`config.mk`:
```
export PLATFORM = sky130hd
export DESIGN_NAME = hazard_controller
export DESIGN_NICKNAME = d
export VERILOG_FILES = /design/src/rtl/hazard_controller.sv
export SDC_FILE = /design/constraint.sdc
export NUM_CORES = 1
export LEC_CHECK = 0
export CAP_MARGIN = 10
export CORE_ASPECT_RATIO = 0.5
export CORE_MARGIN = 3
export CORE_UTILIZATION = 35
export DETAILED_ROUTE_END_ITERATION = 16
export PLACE_DENSITY = 0.65
export REMOVE_ABC_BUFFERS = 1
export SLEW_MARGIN = 15
export SYNTH_ARGS = -nofsm -noshare
export SYNTH_HDL_FRONTEND = slang
export SYNTH_SLANG_ARGS = --single-unit
```
`constraint.sdc`:
```
create_clock -name clk -period 2.25 [get_ports clk]
set_clock_uncertainty 0.05 [all_clocks]
set_input_delay 0.45 -clock clk [delete_from_list [all_inputs] [get_ports clk]]
set_output_delay 0.45 -clock clk [all_outputs]
set_load 0.03 [all_outputs]
```
`src/rtl/hazard_controller.sv`:
```
// Hazard and sequencing controller for the 5-stage RV32I pipeline: operand forwarding,
// load-use bubbles, branch squash, timed data-memory wait handling and perf counters.
module hazard_controller #(
   parameter int unsigned TIMEOUT = 16,
   parameter int unsigned CNT_W   = 32
) (
   input  logic             clk,
   input  logic             rst,
   input  logic [4:0]       Rs1D,
   input  logic [4:0]       Rs2D,
   input  logic [4:0]       Rs1E,
   input  logic [4:0]       Rs2E,
   input  logic [4:0]       RdE,
   input  logic [4:0]       RdM,
   input  logic [4:0]       RdW,
   input  logic             RegWriteM,
   input  logic             RegWriteW,
   input  logic             LoadE,
   input  logic             PCSrcE,
   input  logic             MemReqM,
   input  logic             MemReadyM,
   output logic [1:0]       ForwardAE,
   output logic [1:0]       ForwardBE,
   output logic             StallF,
   output logic             StallD,
   output logic             StallE,
   output logic             StallM,
   output logic             FlushD,
   output logic             FlushE,
   output logic             FlushW,
   output logic             MemErr,
   output logic             MemErrSticky,
   output logic [CNT_W-1:0] StallCount,
   output logic [CNT_W-1:0] FlushCount
);

   typedef enum logic [1:0] {
      S_IDLE  = 2'd0,
      S_WAIT  = 2'd1,
      S_ABORT = 2'd2
   } state_e;

   localparam logic [7:0] LAST_CNT = 8'(TIMEOUT - 1);

   state_e           state_q;
   logic [7:0]       cnt_q;
   logic             mem_err_q;
   logic             sticky_q;
   logic [CNT_W-1:0] stall_cnt_q, stall_cnt_d;
   logic [CNT_W-1:0] flush_cnt_q, flush_cnt_d;
   logic             lw_stall_s;
   logic             mem_wait_s;
   logic             stall_front_s;
   logic             flush_d_s;

   // Memory-stage producer wins over Writeback so the youngest value is forwarded.
   function automatic logic [1:0] fwd_sel(input logic [4:0] rs,
                                          input logic       wr_m, input logic [4:0] rd_m,
                                          input logic       wr_w, input logic [4:0] rd_w);
      logic [1:0] sel;
      if (wr_m && (rd_m != 5'd0) && (rd_m == rs)) begin
         sel = 2'b10;
      end else if (wr_w && (rd_w != 5'd0) && (rd_w == rs)) begin
         sel = 2'b01;
      end else begin
         sel = 2'b00;
      end
      return sel;
   endfunction

   // Hazard detection and pipeline control equations.
   always_comb begin
      lw_stall_s = LoadE && (RdE != 5'd0) && ((RdE == Rs1D) || (RdE == Rs2D));
      if (state_q == S_ABORT) begin
         mem_wait_s = 1'b0;
      end else begin
         mem_wait_s = MemReqM && !MemReadyM;
      end
      stall_front_s = mem_wait_s || (lw_stall_s && !PCSrcE);
      flush_d_s     = PCSrcE && !mem_wait_s;
      ForwardAE     = fwd_sel(Rs1E, RegWriteM, RdM, RegWriteW, RdW);
      ForwardBE     = fwd_sel(Rs2E, RegWriteM, RdM, RegWriteW, RdW);
      StallF        = stall_front_s;
      StallD        = stall_front_s;
      StallE        = mem_wait_s;
      StallM        = mem_wait_s;
      FlushW        = mem_wait_s;
      FlushD        = flush_d_s;
      FlushE        = (PCSrcE || lw_stall_s) && !mem_wait_s;
   end

   // Memory wait FSM; MemErr is high exactly while the FSM sits in ABORT.
   always_ff @(posedge clk or posedge rst) begin
      if (rst) begin
         state_q   <= S_IDLE;
         cnt_q     <= 8'd0;
         mem_err_q <= 1'b0;
         sticky_q  <= 1'b0;
      end else begin
         mem_err_q <= 1'b0;
         case (state_q)
            S_IDLE: begin
               if (mem_wait_s) begin
                  state_q <= S_WAIT;
                  cnt_q   <= 8'd1;
               end else begin
                  state_q <= S_IDLE;
                  cnt_q   <= 8'd0;
               end
            end
            S_WAIT: begin
               if (MemReadyM) begin
                  state_q <= S_IDLE;
                  cnt_q   <= 8'd0;
               end else if (cnt_q == LAST_CNT) begin
                  state_q   <= S_ABORT;
                  cnt_q     <= 8'd0;
                  mem_err_q <= 1'b1;
                  sticky_q  <= 1'b1;
               end else begin
                  state_q <= S_WAIT;
                  cnt_q   <= cnt_q + 8'd1;
               end
            end
            S_ABORT: begin
               state_q <= S_IDLE;
               cnt_q   <= 8'd0;
            end
            default: begin
               state_q <= S_IDLE;
               cnt_q   <= 8'd0;
            end
         endcase
      end
   end

   // Performance counter next-state; both wrap naturally at 2^CNT_W.
   always_comb begin
      if (stall_front_s) begin
         stall_cnt_d = stall_cnt_q + CNT_W'(1);
      end else begin
         stall_cnt_d = stall_cnt_q;
      end
      if (flush_d_s) begin
         flush_cnt_d = flush_cnt_q + CNT_W'(1);
      end else begin
         flush_cnt_d = flush_cnt_q;
      end
   end

   // Performance counter registers.
   always_ff @(posedge clk or posedge rst) begin
      if (rst) begin
         stall_cnt_q <= '0;
         flush_cnt_q <= '0;
      end else begin
         stall_cnt_q <= stall_cnt_d;
         flush_cnt_q <= flush_cnt_d;
      end
   end

   assign MemErr       = mem_err_q;
   assign MemErrSticky = sticky_q;
   assign StallCount   = stall_cnt_q;
   assign FlushCount   = flush_cnt_q;

endmodule

```
---- Word level (Yosys, flattened, before mapping) ----
Cells that the tools add are included.
operators by class
  $add $sub $neg .......................... 3
  eq/ne operators ......................... 9
  multiplexer cells ....................... 16
  bitwise logic cells ..................... 1
  reduce and logical (&&, ||, !) cells .... 23
operator list
  cell                                                 count
  adder 32 x 1 -> 32 bit, second input constant        2
  equality test 5 bit                                  6
  two-way mux 8 bit                                    2
  one-hot mux 8 bit (2 select lines)                   1
  nonzero test 5 bit                                   3
  logical AND 1 bit                                    12
  adder 8 x 1 -> 8 bit, second input constant          1
  equality test 8 x 4 -> 1 bit, second input constant  1
  two-way mux 1 bit                                    8
  two-way mux 2 bit                                    4
  one-hot mux 2 bit (2 select lines)                   1
  logical NOT 1 bit                                    3
  logical OR 1 bit                                     3
  AND reduction 3 bit                                  1
  equality test 2 x 1 -> 1 bit, second input constant  1
  equality test 2 bit, second input constant           1
  logical NOT 2 bit                                    1
  NOT 1 bit                                            1
storage, ports and cells
  register bits ........................... 76
  input port bits ......................... 43

---- Longest topological paths before layout ----
Gate-level depths: netlist (run 1).
  word-level depth ........................ 5
  depth in mapped cells ................... 8

---- Least setup slack after synthesis (run 1) ----
No wires, ideal clock.
  path type ............................... input-to-output
  start ................................... in RdM[1]
  end ..................................... out ForwardAE[0]
  data arrival time ....................... 2.387 ns
  setup slack ............................. -0.637 ns
  stages on the path ...................... 4
  path buffers ............................ 0
  cell sequence ........................... or4_1 -> o21ai_0 -> nor4_1 -> nor4_1
on the way
  word-level cells in the longest chain between the ends .. 4
  elaborated cells between the ends (all ways) .. 5
RTL lines
  item                 line  text
  start, declared      14    input logic [4:0] RdM,
  nonzero test 5 bit   61    if (wr_m && (rd_m != 5'd0) && (rd_m == rs)) begin
  logical AND 1 bit    61
  logical AND 1 bit *  61
  two-way mux 2 bit *  61
  end, declared        22    output logic [1:0] ForwardAE,
Mark *: on every way between the ends. The rest lies on a longest branch, timed or not.

---- Worst setup path in the final report (run 1) ----
  start ................................... in RdM[4]
  end ..................................... out ForwardBE[0]
on the way
  word-level cells in the longest chain between the ends .. 4
  elaborated cells between the ends (all ways) .. 5
RTL lines
  item                 line  text
  nonzero test 5 bit   61
  logical AND 1 bit    61
  logical AND 1 bit *  61
  two-way mux 2 bit *  61
  end, declared        23    output logic [1:0] ForwardBE,
Marks and branches as above.

==> results of run 1 <==
==> power breakdown <==
group          switching [mW]  leakage (nW)  internal, mW
combinational           0.554          1.51         0.450
clock                   0.557         0.149         0.886
sequential              0.139          1.04          1.47
==> registers in the layout (all words and copies together) (netlist names) <==
signal,flops
FlushCount,32
StallCount,32
cnt_q,8
state_q,2
MemErr,1
MemErrSticky,1
==> how the worst max path moves through the flow <==
stage	depth (start not counted)	slack, ps	endpoint
floorplan	4	-640	ForwardAE[0]
global placement	7	-620	FlushE
detailed placement	7	-650	FlushE
CTS	6	-90	ForwardBE[0]
global route	6	-80	ForwardBE[0]
finish	6	-30	ForwardBE[0]
==> critical path, stage by stage <==
cell,delay [ps]
buf_6,90
or4_4,530
o21ai_4,170
nor4_4,80
nor4_4,290
buf_6,170
==> synthesized netlist by cell type, types with 2 or more instances <==
cell / n / area share (%)
and3_1: 14 / 2.2
and4_1: 2 / 0.45
buf_2: 3 / 0.38
buf_4: 4 / 0.76
dfrtp_1: 76 / 48
ha_1: 3 / 0.95
inv_1: 7 / 0.67
nand2_1: 44 / 4.2
nand3_1: 24 / 3.1
nand4_1: 16 / 2.5
nor2_1: 33 / 3.1
nor3_1: 6 / 0.76
nor3b_1: 3 / 0.57
nor4_1: 6 / 0.95
nor4b_4: 2 / 1.2
o21ai_0: 3 / 0.38
or3_1: 2 / 0.32
or4_1: 5 / 0.95
xnor2_1: 57 / 13
xor2_1: 41 / 9.1
==> layer usage <==
layer	vias to the layer above	wire length, um	part of all wire [%]	GRT usage, %
met3	12	513	5.3	5.00
met4	0	131	1.4	4.14
met5	-	0	0	0
met1	1584	4150	43	19.7
met2	75	4810	50	28.0
li1	1611	-	-	-
==> cells by family (layout without fill, tap and decap cells) <==
family,after synthesis,after routing,synth area share (%)
simple gates,170,170,24.3
xor+xnor,98,98,21.8
flops,76,76,48.4
buf+inv,17,195,2.35
compound gates,9,9,1.91
fa+ha+maj,3,3,0.955
mux,1,1,0.286
==> area by class of cell <==
cell class / count / area [um^2] / area share, %
multi-input combinational: 281 / 2090 / 34.6
sequential: 76 / 1900 / 31.5
timing repair buffer: 171 / 1540 / 25.4
clock buffer: 10 / 239 / 3.96
tap: 140 / 175 / 2.90
clock inverter: 6 / 61.3 / 1.02
inverter: 8 / 32.5 / 0.539
==> timing repair <==
action / 4_1_cts / 5_1_grt
setup endpoints to repair: 12 / 12
pin swaps: 18 / 17
gates resized for setup: 110 / 31
setup buffers: 5 / 1
==> metrics by stage <==
stage,setup WS [ps],instances
after floorplan,-637,365
final,-34.5,692
after CTS,-94.8,691
after global placement,-618,670
after detailed placement,-654,670
after global routing,-80.5,692
==> impl_metrics.py, run 1 <==
metrics = {
    "power": {
        "p_per_area_nw_per_um2": 673,
        "totalPowerFinal_mw": 4.06,
        "p_leak_nw": 2.70,
        "ir_drop_mv": 0.453,
    },
    "setup_path": {
        "crit_fanout": 2,
        "reg2reg_depth": 7,
        "timing.rr.start": "state_q[0]$_DFF_PP0_",
        "worstSetupStartpoint": "RdM[4]",
        "required_ps": 1750,
        "reg2reg_to": "FlushCount[27]$_DFFE_PP0P_",
        "cp.arrival_ps": 1780,
        "start_kind": "input pin",
        "crit_path_end_kind": "primary output",
        "worstSetupPathType": "in2out",
        "reg2reg_slack_ps": 270,
    },
    "sta": {
        "finalSetupViolations": 2,
        "finalMaxSlewViolations": 0,
        "worstMarginPinSlew_ps": 448,
        "setup_ws_ps": -34.5,
        "finalHoldViolations": 0,
        "rsz0062_at_grt": "yes",
        "holdWs_ps": 420,
        "fin_crit_sh_pct": 102,
        "period_needed_ps": 2280,
        "max_slew_margin_pct": 70.1,
        "fmax_mhz": 438,
        "setup_tns_ps": -58.6,
    },
    "die": {
        "die_area_um2": 12600,
        "fp.dieH_um": 81.0,
        "fp.dieW_um": 156,
        "start_util_pct": 37.2,
        "num_io_pins": 120,
        "core-area_um2": 10600,
        "rows": 26,
    },
    "cts": {
        "clkTransAtPathRegs_ps": 60,
        "cts-htree-levels": 3,
        "cts_made_buffers": 9,
        "root_buffer": "clkbuf_16",
        "ctsLongestPathBuffers": 2,
        "clkLatencyLatePin_ps": 330,
        "cts_hold_buf": 0,
        "cts_tree": "done",
        "clkSinkCount": 76,
    },
    "synth": {
        "netlist_area_um2": 3930,
        "synth_flop_cell": "dfrtp_1",
        "ys_seq_area_share_pct": 48.4,
        "ys_seq_elements": 76,
        "synth_warnings": 0,
        "async_reset_ff_share_pct": 100,
        "yosysUniqueCellTypes": 43,
        "synth_cells": 374,
        "synth_edf_count": 0,
        "syn_avg_cell_area_um2": 10.5,
    },
    "placed_design": {
        "numPortBuffers": 119,
        "hpwlAfterDp_um": 7220,
        "place_congestion": 0.800,
        "place_area_um2": 5590,
    },
    "finish": {
        "syn2layout_area_growth_pct": 53.4,
        "antenna_cells": 0,
        "fin_util_pct": 57.1,
        "mostFrequentLayoutCells": "76 x dfrtp_1, 75 x clkdlybuf4s50_1, 55 x xnor2_1",
        "fillers": 916,
        "final_area_um2": 6030,
        "drive_gt1_share_pct": 24.6,
        "nets": 593,
        "layout_commonest_cell": "dfrtp_1",
    },
    "detailed_routing": {
        "wire_per_inst_um": 13.9,
        "postRouteAntennaNets": 0,
        "drcViolationCount": 0,
        "drtIter0Drc": 133,
        "viasPerCell": 4.74,
        "drt-pass1-iter-count": 4,
        "routed_wl_um": 9610,
        "num_vias": 3282,
    },
    "hold_path": {
        "min_to": "FlushCount[31]$_DFFE_PP0P_",
        "hold_class": "reg2reg",
        "hold_start": "FlushCount[31]$_DFFE_PP0P_",
        "whs_path_depth": 1,
    },
    "global_routing": {
        "grt_first_pass_wirelength_um": 16400,
        "grt_usage_pct": 16.1,
        "grt_pass1_vias": 3428,
        "antenna_found_initial": 0,
        "gr-total-overflow": 0,
        "grt_max_degree": 77,
    },
    "flow_run": {
        "cap_viol_max_count": 0,
    },
    "run_status": {
        "status": "finished, violations left",
        "violations": "setup timing",
    },
}
Power figures use the tool's default switching activity.
==> inputs of run 2 (changes only) <==
CAP_MARGIN = 20   (was 10)
==> results of run 2 <==
The final DEF is identical to that of run 1; final timing and power are the same.
==> inputs of run 3 (changes only) <==
ABC_CLOCK_PERIOD_IN_PS = 2250   (was not set)
CORE_ASPECT_RATIO = not set   (was 0.5)
==> impl_metrics.py, run 3 (synthesis results as in run 1) <==
metrics = {
    "placed_design": {
        "hpwlAfterDp_um": 7270,
        "place_congestion": 0.877,
        "place_area_um2": 5560,
        "numPortBuffers": 119,
    },
    "cts": {
        "ctsLongestPathBuffers": 2,
        "cts-htree-levels": 3,
        "cts_made_buffers": 9,
        "cts_tree": "done",
        "cts_hold_buf": 0,
        "clkLatencyLatePin_ps": 340,
        "clkSinkCount": 76,
        "clkTransAtPathRegs_ps": 80,
        "root_buffer": "clkbuf_8",
    },
    "die": {
        "core-area_um2": 10900,
        "fp.dieH_um": 112,
        "rows": 38,
        "start_util_pct": 36.1,
        "die_area_um2": 12500,
        "fp.dieW_um": 112,
        "num_io_pins": 120,
    },
    "sta": {
        "period_needed_ps": 2350,
        "max_slew_margin_pct": 73.3,
        "finalHoldViolations": 0,
        "setup_ws_ps": -97.0,
        "worstMarginPinSlew_ps": 397,
        "fin_crit_sh_pct": 104,
        "setup_tns_ps": -161,
        "fmax_mhz": 426,
        "holdWs_ps": 420,
        "finalMaxSlewViolations": 0,
        "finalSetupViolations": 2,
        "rsz0062_at_grt": "yes",
    },
    "finish": {
        "layout_commonest_cell": "dfrtp_1",
        "syn2layout_area_growth_pct": 50.0,
        "antenna_cells": 0,
        "mostFrequentLayoutCells": "76 x dfrtp_1, 75 x clkdlybuf4s50_1, 57 x xnor2_1",
        "final_area_um2": 5900,
        "nets": 582,
        "drive_gt1_share_pct": 23.6,
    },
    "run_status": {
        "violations": "setup timing",
        "status": "finished, violations left",
    },
    "setup_path": {
        "crit_path_end_kind": "primary output",
        "reg2reg_slack_ps": 270,
        "worstSetupPathType": "in2out",
        "cp.arrival_ps": 1850,
        "start_kind": "input pin",
        "reg2reg_depth": 6,
        "required_ps": 1750,
        "crit_fanout": 2,
        "reg2reg_to": "FlushCount[30]$_DFFE_PP0P_",
        "timing.rr.start": "state_q[0]$_DFF_PP0_",
    },
    "detailed_routing": {
        "drt-pass1-iter-count": 4,
        "routed_wl_um": 10100,
        "postRouteAntennaNets": 0,
        "viasPerCell": 4.85,
        "drcViolationCount": 0,
        "wire_per_inst_um": 14.8,
        "drtIter0Drc": 175,
        "num_vias": 3294,
    },
    "global_routing": {
        "grt_pass1_vias": 3379,
        "grt_max_degree": 77,
        "gr-total-overflow": 0,
        "antenna_found_initial": 0,
        "grt_usage_pct": 16.2,
        "grt_first_pass_wirelength_um": 16700,
    },
    "power": {
        "ir_drop_mv": 0.685,
        "p_per_area_nw_per_um2": 654,
        "p_leak_nw": 2.60,
    },
    "flow_run": {
        "cap_viol_max_count": 0,
    },
    "hold_path": {
        "whs_path_depth": 1,
        "min_to": "FlushCount[31]$_DFFE_PP0P_",
        "hold_class": "reg2reg",
        "hold_start": "FlushCount[31]$_DFFE_PP0P_",
    },
}
-- run 3: cell types whose count changed in the layout (fill, tap and decap cells not counted), moves of 3 or more --
cell             change
clkdlybuf4s15_1      +3
clkdlybuf4s15_2      -3
clkbuf_16            -9
clkbuf_8             +8
buf_4               -10
clkbuf_2             -4
buf_2                +5
dlygate4sd2_1        -3
-- run 3: what timing repair did --
item                                    in CTS  in global routing
pin swaps                                   18                 24
endpoints found under the hold margin        0                  0
endpoints found under the setup margin       9                  7
setup buffers                                5                  1
gates resized for setup                    138                 37
-- run 3: worst max-delay path by stage --
stage / start / to / depth (start not counted)
finish: RdM[2] / ForwardAE[0] / 6
global route: RdM[2] / ForwardAE[0] / 6
CTS: RdW[3] / ForwardAE[0] / 6
detailed placement: RdM[1] / ForwardBE[1] / 5
global placement: RdE[2] / FlushE / 7
floorplan: RdM[1] / ForwardAE[0] / 4
-- run 3: worst max-delay path: stages --
cell	delay, ps
buf_6	100
or4_4	540
o21ai_4	180
nor4_2	100
nor4_4	270
buf_4	200
-- run 3: final cells by class --
cell class	instances	area [um^2]
fill	990	4990
multi-input combinational	281	2100
sequential	76	1900
timing repair buffer	160	1460
tap	140	175
clock buffer	9	124
clock inverter	5	103
inverter	8	32.5
-- run 3: through the flow --
stage | setup WS, ps | power, mW | util [%] | cells
floorplan | -637 | 2.12 | - | 365
global placement | -609 | 2.64 | 51.1 | 664
detailed placement | -646 | 2.65 | 51.1 | 664
CTS | -77.0 | 3.90 | 53.7 | 679
global route | -178 | 4.06 | 54.2 | 679
finish | -97.0 | 3.86 | 54.2 | 679
-- run 3: metal layers --
| layer | GRT usage [%] | vias up | wire [um] |
|---|---|---|---|
| li1 | - | 1585 | - |
| met3 | 3.59 | 15 | 509 |
| met1 | 21.0 | 1593 | 4380 |
| met2 | 26.8 | 101 | 5010 |
| met5 | 0 | - | 0 |
| met4 | 5.85 | 0 | 150 |
-- run 3: power by group --
group	leakage [nW]	switching, mW	internal, mW	total, mW
combinational	1.45	0.572	0.469	1.04
sequential	1.04	0.137	1.47	1.61
clock	0.111	0.485	0.723	1.21
total	2.60	1.19	2.66	3.86
